<file path="src/rtl/count_step_decoder.sv">
// count_step_decoder: watches the count bus of an up/down counter and rebuilds
// the +/-1 stepping that produced it. Reports step, direction and wrap pulses,
// keeps a signed running position, and latches a sticky fault on illegal jumps.
// Optional macro COUNT_STEP_DECODER_SYNC_EN adds a two-flop input synchronizer
// on count_in/sample_en for counters clocked from a foreign domain.
module count_step_decoder #(
    parameter int unsigned CW = 3,
    parameter int unsigned PW = 16
) (
    input  logic          clk,
    input  logic          rst_n,
    input  logic          sample_en,
    input  logic [CW-1:0] count_in,
    input  logic          clear,
    output logic          step,
    output logic          dir,
    output logic          wrap,
    output logic          err,
    output logic          fault,
    output logic [PW-1:0] position
);

    typedef enum logic [1:0] {StIdle, StTrack, StFault} state_e;

    localparam logic [CW-1:0] CntMax = {CW{1'b1}};
    localparam logic [CW-1:0] CntOne = CW'(1);

    // Decode-side view of the input sample (direct or synchronized)
    logic [CW-1:0] s_count;
    logic          s_en;

`ifdef COUNT_STEP_DECODER_SYNC_EN
    logic [CW-1:0] cnt_s1_q, cnt_s2_q;
    logic          en_s1_q, en_s2_q;

    // Two-flop synchronizer; clear drops any qualifier still in flight
    always_ff @(posedge clk or negedge rst_n) begin
        if (!rst_n) begin
            cnt_s1_q <= '0;
            cnt_s2_q <= '0;
            en_s1_q  <= 1'b0;
            en_s2_q  <= 1'b0;
        end else begin
            cnt_s1_q <= count_in;
            cnt_s2_q <= cnt_s1_q;
            en_s1_q  <= sample_en & ~clear;
            en_s2_q  <= en_s1_q & ~clear;
        end
    end

    assign s_count = cnt_s2_q;
    assign s_en    = en_s2_q;
`else
    assign s_count = count_in;
    assign s_en    = sample_en;
`endif

    state_e        state_q, state_d;
    logic [CW-1:0] last_q, last_d;
    logic [PW-1:0] pos_q, pos_d;
    logic          dir_q, dir_d;
    logic          fault_q, fault_d;
    logic          step_q, step_d;
    logic          wrap_q, wrap_d;
    logic          err_q, err_d;
    logic [CW-1:0] delta;

    // Modular distance from the reference sample; wraps naturally at CW bits
    assign delta = s_count - last_q;

    // State and registered outputs
    always_ff @(posedge clk or negedge rst_n) begin
        if (!rst_n) begin
            state_q <= StIdle;
            last_q  <= '0;
            pos_q   <= '0;
            dir_q   <= 1'b0;
            fault_q <= 1'b0;
            step_q  <= 1'b0;
            wrap_q  <= 1'b0;
            err_q   <= 1'b0;
        end else begin
            state_q <= state_d;
            last_q  <= last_d;
            pos_q   <= pos_d;
            dir_q   <= dir_d;
            fault_q <= fault_d;
            step_q  <= step_d;
            wrap_q  <= wrap_d;
            err_q   <= err_d;
        end
    end

    // Next-state decode; pulses default low so they last one cycle per sample
    always_comb begin
        state_d = state_q;
        last_d  = last_q;
        pos_d   = pos_q;
        dir_d   = dir_q;
        fault_d = fault_q;
        step_d  = 1'b0;
        wrap_d  = 1'b0;
        err_d   = 1'b0;

        if (clear) begin
            // Clear wins over a same-cycle sample, which is discarded
            state_d = StIdle;
            pos_d   = '0;
            dir_d   = 1'b0;
            fault_d = 1'b0;
        end else if (s_en) begin
            unique case (state_q)
                StIdle: begin
                    last_d  = s_count;
                    state_d = StTrack;
                end
                StTrack: begin
                    last_d = s_count;
                    if (delta == '0) begin
                        // No movement
                    end else if (delta == CntOne) begin
                        step_d = 1'b1;
                        dir_d  = 1'b0;
                        pos_d  = pos_q + PW'(1);
                        wrap_d = (last_q == CntMax);
                    end else if (delta == CntMax) begin
                        step_d = 1'b1;
                        dir_d  = 1'b1;
                        pos_d  = pos_q - PW'(1);
                        wrap_d = (last_q == '0);
                    end else begin
                        err_d   = 1'b1;
                        fault_d = 1'b1;
                        state_d = StFault;
                    end
                end
                StFault: begin
                    // Frozen until clear
                end
                default: state_d = StIdle;
            endcase
        end
    end

    assign step     = step_q;
    assign dir      = dir_q;
    assign wrap     = wrap_q;
    assign err      = err_q;
    assign fault    = fault_q;
    assign position = pos_q;

endmodule

</file>
<file path="config.mk">
export PLATFORM = sky130hd
export DESIGN_NAME = count_step_decoder
export DESIGN_NICKNAME = d
export VERILOG_FILES = /design/src/rtl/count_step_decoder.sv
export SDC_FILE = /design/constraint.sdc
export NUM_CORES = 1
export LEC_CHECK = 0
export ABC_AREA = 1
export CORE_MARGIN = 2
export CORE_UTILIZATION = 55
export CTS_CLUSTER_SIZE = 16
export DETAILED_ROUTE_END_ITERATION = 12
export PLACE_DENSITY = 0.8
export SKIP_LAST_GASP = 1
export SYNTH_ARGS = -nofsm -noshare
export SYNTH_HDL_FRONTEND = slang
export SYNTH_SLANG_ARGS = --single-unit
export TNS_END_PERCENT = 10
</file>
<file path="constraint.sdc">
create_clock -name clk -period 3.3 [get_ports clk]
set_input_delay 0.66 -clock clk [delete_from_list [all_inputs] [get_ports clk]]
set_output_delay 0.66 -clock clk [all_outputs]
set_load 0.01 [all_outputs]
</file>
==> impl_metrics.tcl <==
set metrics [dict create \
    overflow 0 \
    tightest_slew_ps 442 \
    totalWireLength_mm 4.75 \
    via_per_inst 4.96 \
    fillers 315 \
    final_core_util_pct 72.6 \
    ant_nets 0 \
    drcViolationCount 0 \
    r2r_cells 16 \
    finClkSkew_ps 9.00 \
    seqPwrFrac_pct 22.4 \
    ios 28 \
    synth_warnings 0 \
    antenna-diode-count 0 \
    post_cts_buffers 0 \
    num_vias 2008 \
    hold_start "dir" \
    endpoint_kind "flop" \
    cp-start-kind "input pin" \
    cp-startpoint "count_in[0]" \
    whs_path_depth 2 \
    grt_pass1_wl_mm 8.11 \
    power_switching_mw 0.873 \
    clock-sinks 26 \
    dpl-instance-area_um2 2580 \
    die-area_um2 4340 \
    cp_max_fo 10 \
    share_comb_of_total_power_pct 66.1 \
    ys_seq_elements 26 \
    routedWlPerCell_um 11.7 \
    clk_pin_slew_ps 100 \
    p_sw_share_pct 46.7 \
    grt_usage_pct 24.2 \
    start_util_pct 57.5 \
    fin_setup_tns_ps 0 \
    gp_congestion 0.862 \
    worstPathRequired_ps 3480 \
    hold_viol 0 \
    grt_start_max_net_pins 27 \
    row_count 22 \
    clock.fmax_mhz 310 \
    drt_first_pass_iters 4 \
    die-width_um 65.9 \
    nNetsFinal 384 \
    finalSetupViolCount 0 \
    slew_headroom_pct 70.5 \
    fp.coreArea_um2 3660 \
    avgSynthCellArea_um2 6.88 \
    grt_pass1_vias 1842 \
    layout-drive-gt1-share_pct 14.6 \
    hold_path.class "reg -> reg" \
    internal-power_mw 0.997 \
    cts_buffers 3 \
    synth_seq_area_share_pct 30.9 \
    drt-initial-drc-count 83 \
    cts_root_buffer "clkbuf_8" \
    io_buffer_count 27 \
    r2r_start "last_q[0]" \
    hpwl_mm 3.56 \
    crit_arrival_ps 3410 \
    synthCells 306 \
    finalCritPeriodShare_pct 97.7 \
    insertion_delay_ps 280 \
    cts_tree "built" \
    maxCapViolations 0 \
    cts_htree_levels 1 \
    rsz0062_at_grt "yes" \
    clock_power_share_pct 11.6 \
    crit_type "in -> reg" \
    synthDistinctLibCells 26 \
    total_power_mw 1.87 \
    die_h_um 65.9 \
    syn-num-nets 332 \
    period_minus_slack_ps 3220 \
    syn2layout_area_growth_pct 26.3 \
    stdcell_area_um2 2660 \
    powerDensity_nw_per_um2 704 \
    peakVddDrop_mv 0.395 \
    power.leakage_nw 1.49 \
    drv_slew 0 \
    clockBufferDepth 2 \
    antenna_found_initial 0 \
    outcome "complete, no violations" \
    netlist_area_um2 2100 \
]
[final timing paths]
path | endpoint | slack, ps
worst max-delay path | position[15] | 80
worst min-delay path | dir | 520
worst max register to register | position[15] | 520
worst min register to register | dir | 520
max in group asynchronous | state_q[1] | 2290
min in group asynchronous | position[9] | 750
[synth_stat cells, drive strengths merged]
| master | instances | area [um2] |
|---|---|---|
| nand2 | 116 | 480 |
| inv | 50 | 190 |
| dfrtp | 26 | 651 |
| nand3 | 22 | 120 |
| nor2 | 22 | 82.6 |
| ha | 17 | 213 |
| o21ai | 16 | 103 |
| a21oi | 15 | 78.8 |
| xnor2 | 5 | 43.8 |
| nor3 | 4 | 20.0 |
| nand4 | 3 | 18.8 |
| xor2 | 3 | 26.3 |
| buf | 2 | 16.3 |
| fa | 2 | 40.0 |
| o21bai | 1 | 7.51 |
| o31ai | 1 | 7.51 |
| or2 | 1 | 6.26 |
[power groups by stage]
stage,clock network [mW],logic [mW],registers (mW)
2_1_floorplan,0,0.798,0.430
3_3_place_gp,0,1.15,0.423
3_5_place_dp,0,1.18,0.425
4_1_cts,0.215,1.20,0.418
5_1_grt,0.233,1.40,0.425
6_report,0.216,1.24,0.418
[worst max-delay path: stages]
cell             delay [ps]
clkdlybuf4s50_1         450
inv_1                    40
ha_1                    200
fa_1                    500
inv_1                    70
nor2_4                  170
nand2_4                 140
ha_1                    350
nand2_1                 130
inv_1                    50
a21oi_1                 130
nand2_1                 130
nand2_1                  80
nand2_1                  50
nand2_1                  50
nand3_1                  80
nand2_1                  70
inv_1                    40
[cell families after synthesis]
kind of cell,Yosys count,synth area share (%)
buffers and inverters,52,9.81
AOI/OAI and AO/OA,33,9.33
DFF,26,30.9
xor gates and xnor gates,8,3.33
adders and majority gates,19,12.0
and+or+nand+nor,168,34.6
[cell usage in the layout, fill, tap and decap left out, types with 2 or more instances in the layout]
| master | synthesis | final |
|---|---|---|
| nand2_1 | 106 | 105 |
| nand3_1 | 20 | 20 |
| nor3_1 | 4 | 3 |
| buf_4 | 0 | 21 |
| clkdlybuf4s50_1 | 0 | 27 |
| nor2_1 | 22 | 21 |
| nand2_2 | 6 | 7 |
| xnor2_1 | 5 | 5 |
| xor2_1 | 3 | 3 |
| o21ai_1 | 2 | 2 |
| clkbuf_8 | 0 | 4 |
| ha_1 | 17 | 17 |
| nand2_4 | 4 | 5 |
| a21oi_1 | 14 | 14 |
| nand3_2 | 2 | 2 |
| inv_1 | 47 | 47 |
| fa_1 | 2 | 2 |
| o21ai_2 | 6 | 6 |
| o21ai_0 | 8 | 8 |
| dfrtp_1 | 26 | 26 |
| inv_2 | 2 | 2 |
| nand4_1 | 3 | 3 |
[layer usage]
| layer | GRT usage [%] | share of wire [%] |
|---|---|---|
| met4 | 7.81 | 2.0 |
| met1 | 33.6 | 49 |
| met3 | 2.90 | 2.3 |
| met5 | 0 | 0 |
| met2 | 39.3 | 47 |
[per-stage QoR]
stage	setup WS [ps]	hold slack, ps	cells
after CTS	-7.70	512	405
final	75.5	516	405
after detailed placement	-343	489	400
after floorplan	271	364	306
after global placement	-263	476	400
after global routing	-144	538	405
[sequential cells by signal, indices dropped and copies added (netlist names)]
signal,cells
dir,1
err,1
fault,1
last_q,3
position,16
state_q,2
step,1
wrap,1
[what timing repair did]
item | 4_1_cts | 5_1_grt
resized for setup | 1 | 4
pin swaps | 1 | 0
cloned | 1 | 0
hold buffers | 0 | 0
setup endpoints to repair | 4 | 11
[layout make-up]
| type | count | area (um2) | share of cell area [%] |
|---|---|---|---|
| multi-input combinational | 229 | 1270 | 47.9 |
| sequential | 26 | 651 | 24.5 |
| timing repair buffer | 48 | 428 | 16.1 |
| inverter | 50 | 190 | 7.16 |
| tap | 48 | 60.1 | 2.26 |
| clock buffer | 4 | 55.1 | 2.07 |
Note: power is estimated with default switching activity, not from simulation.
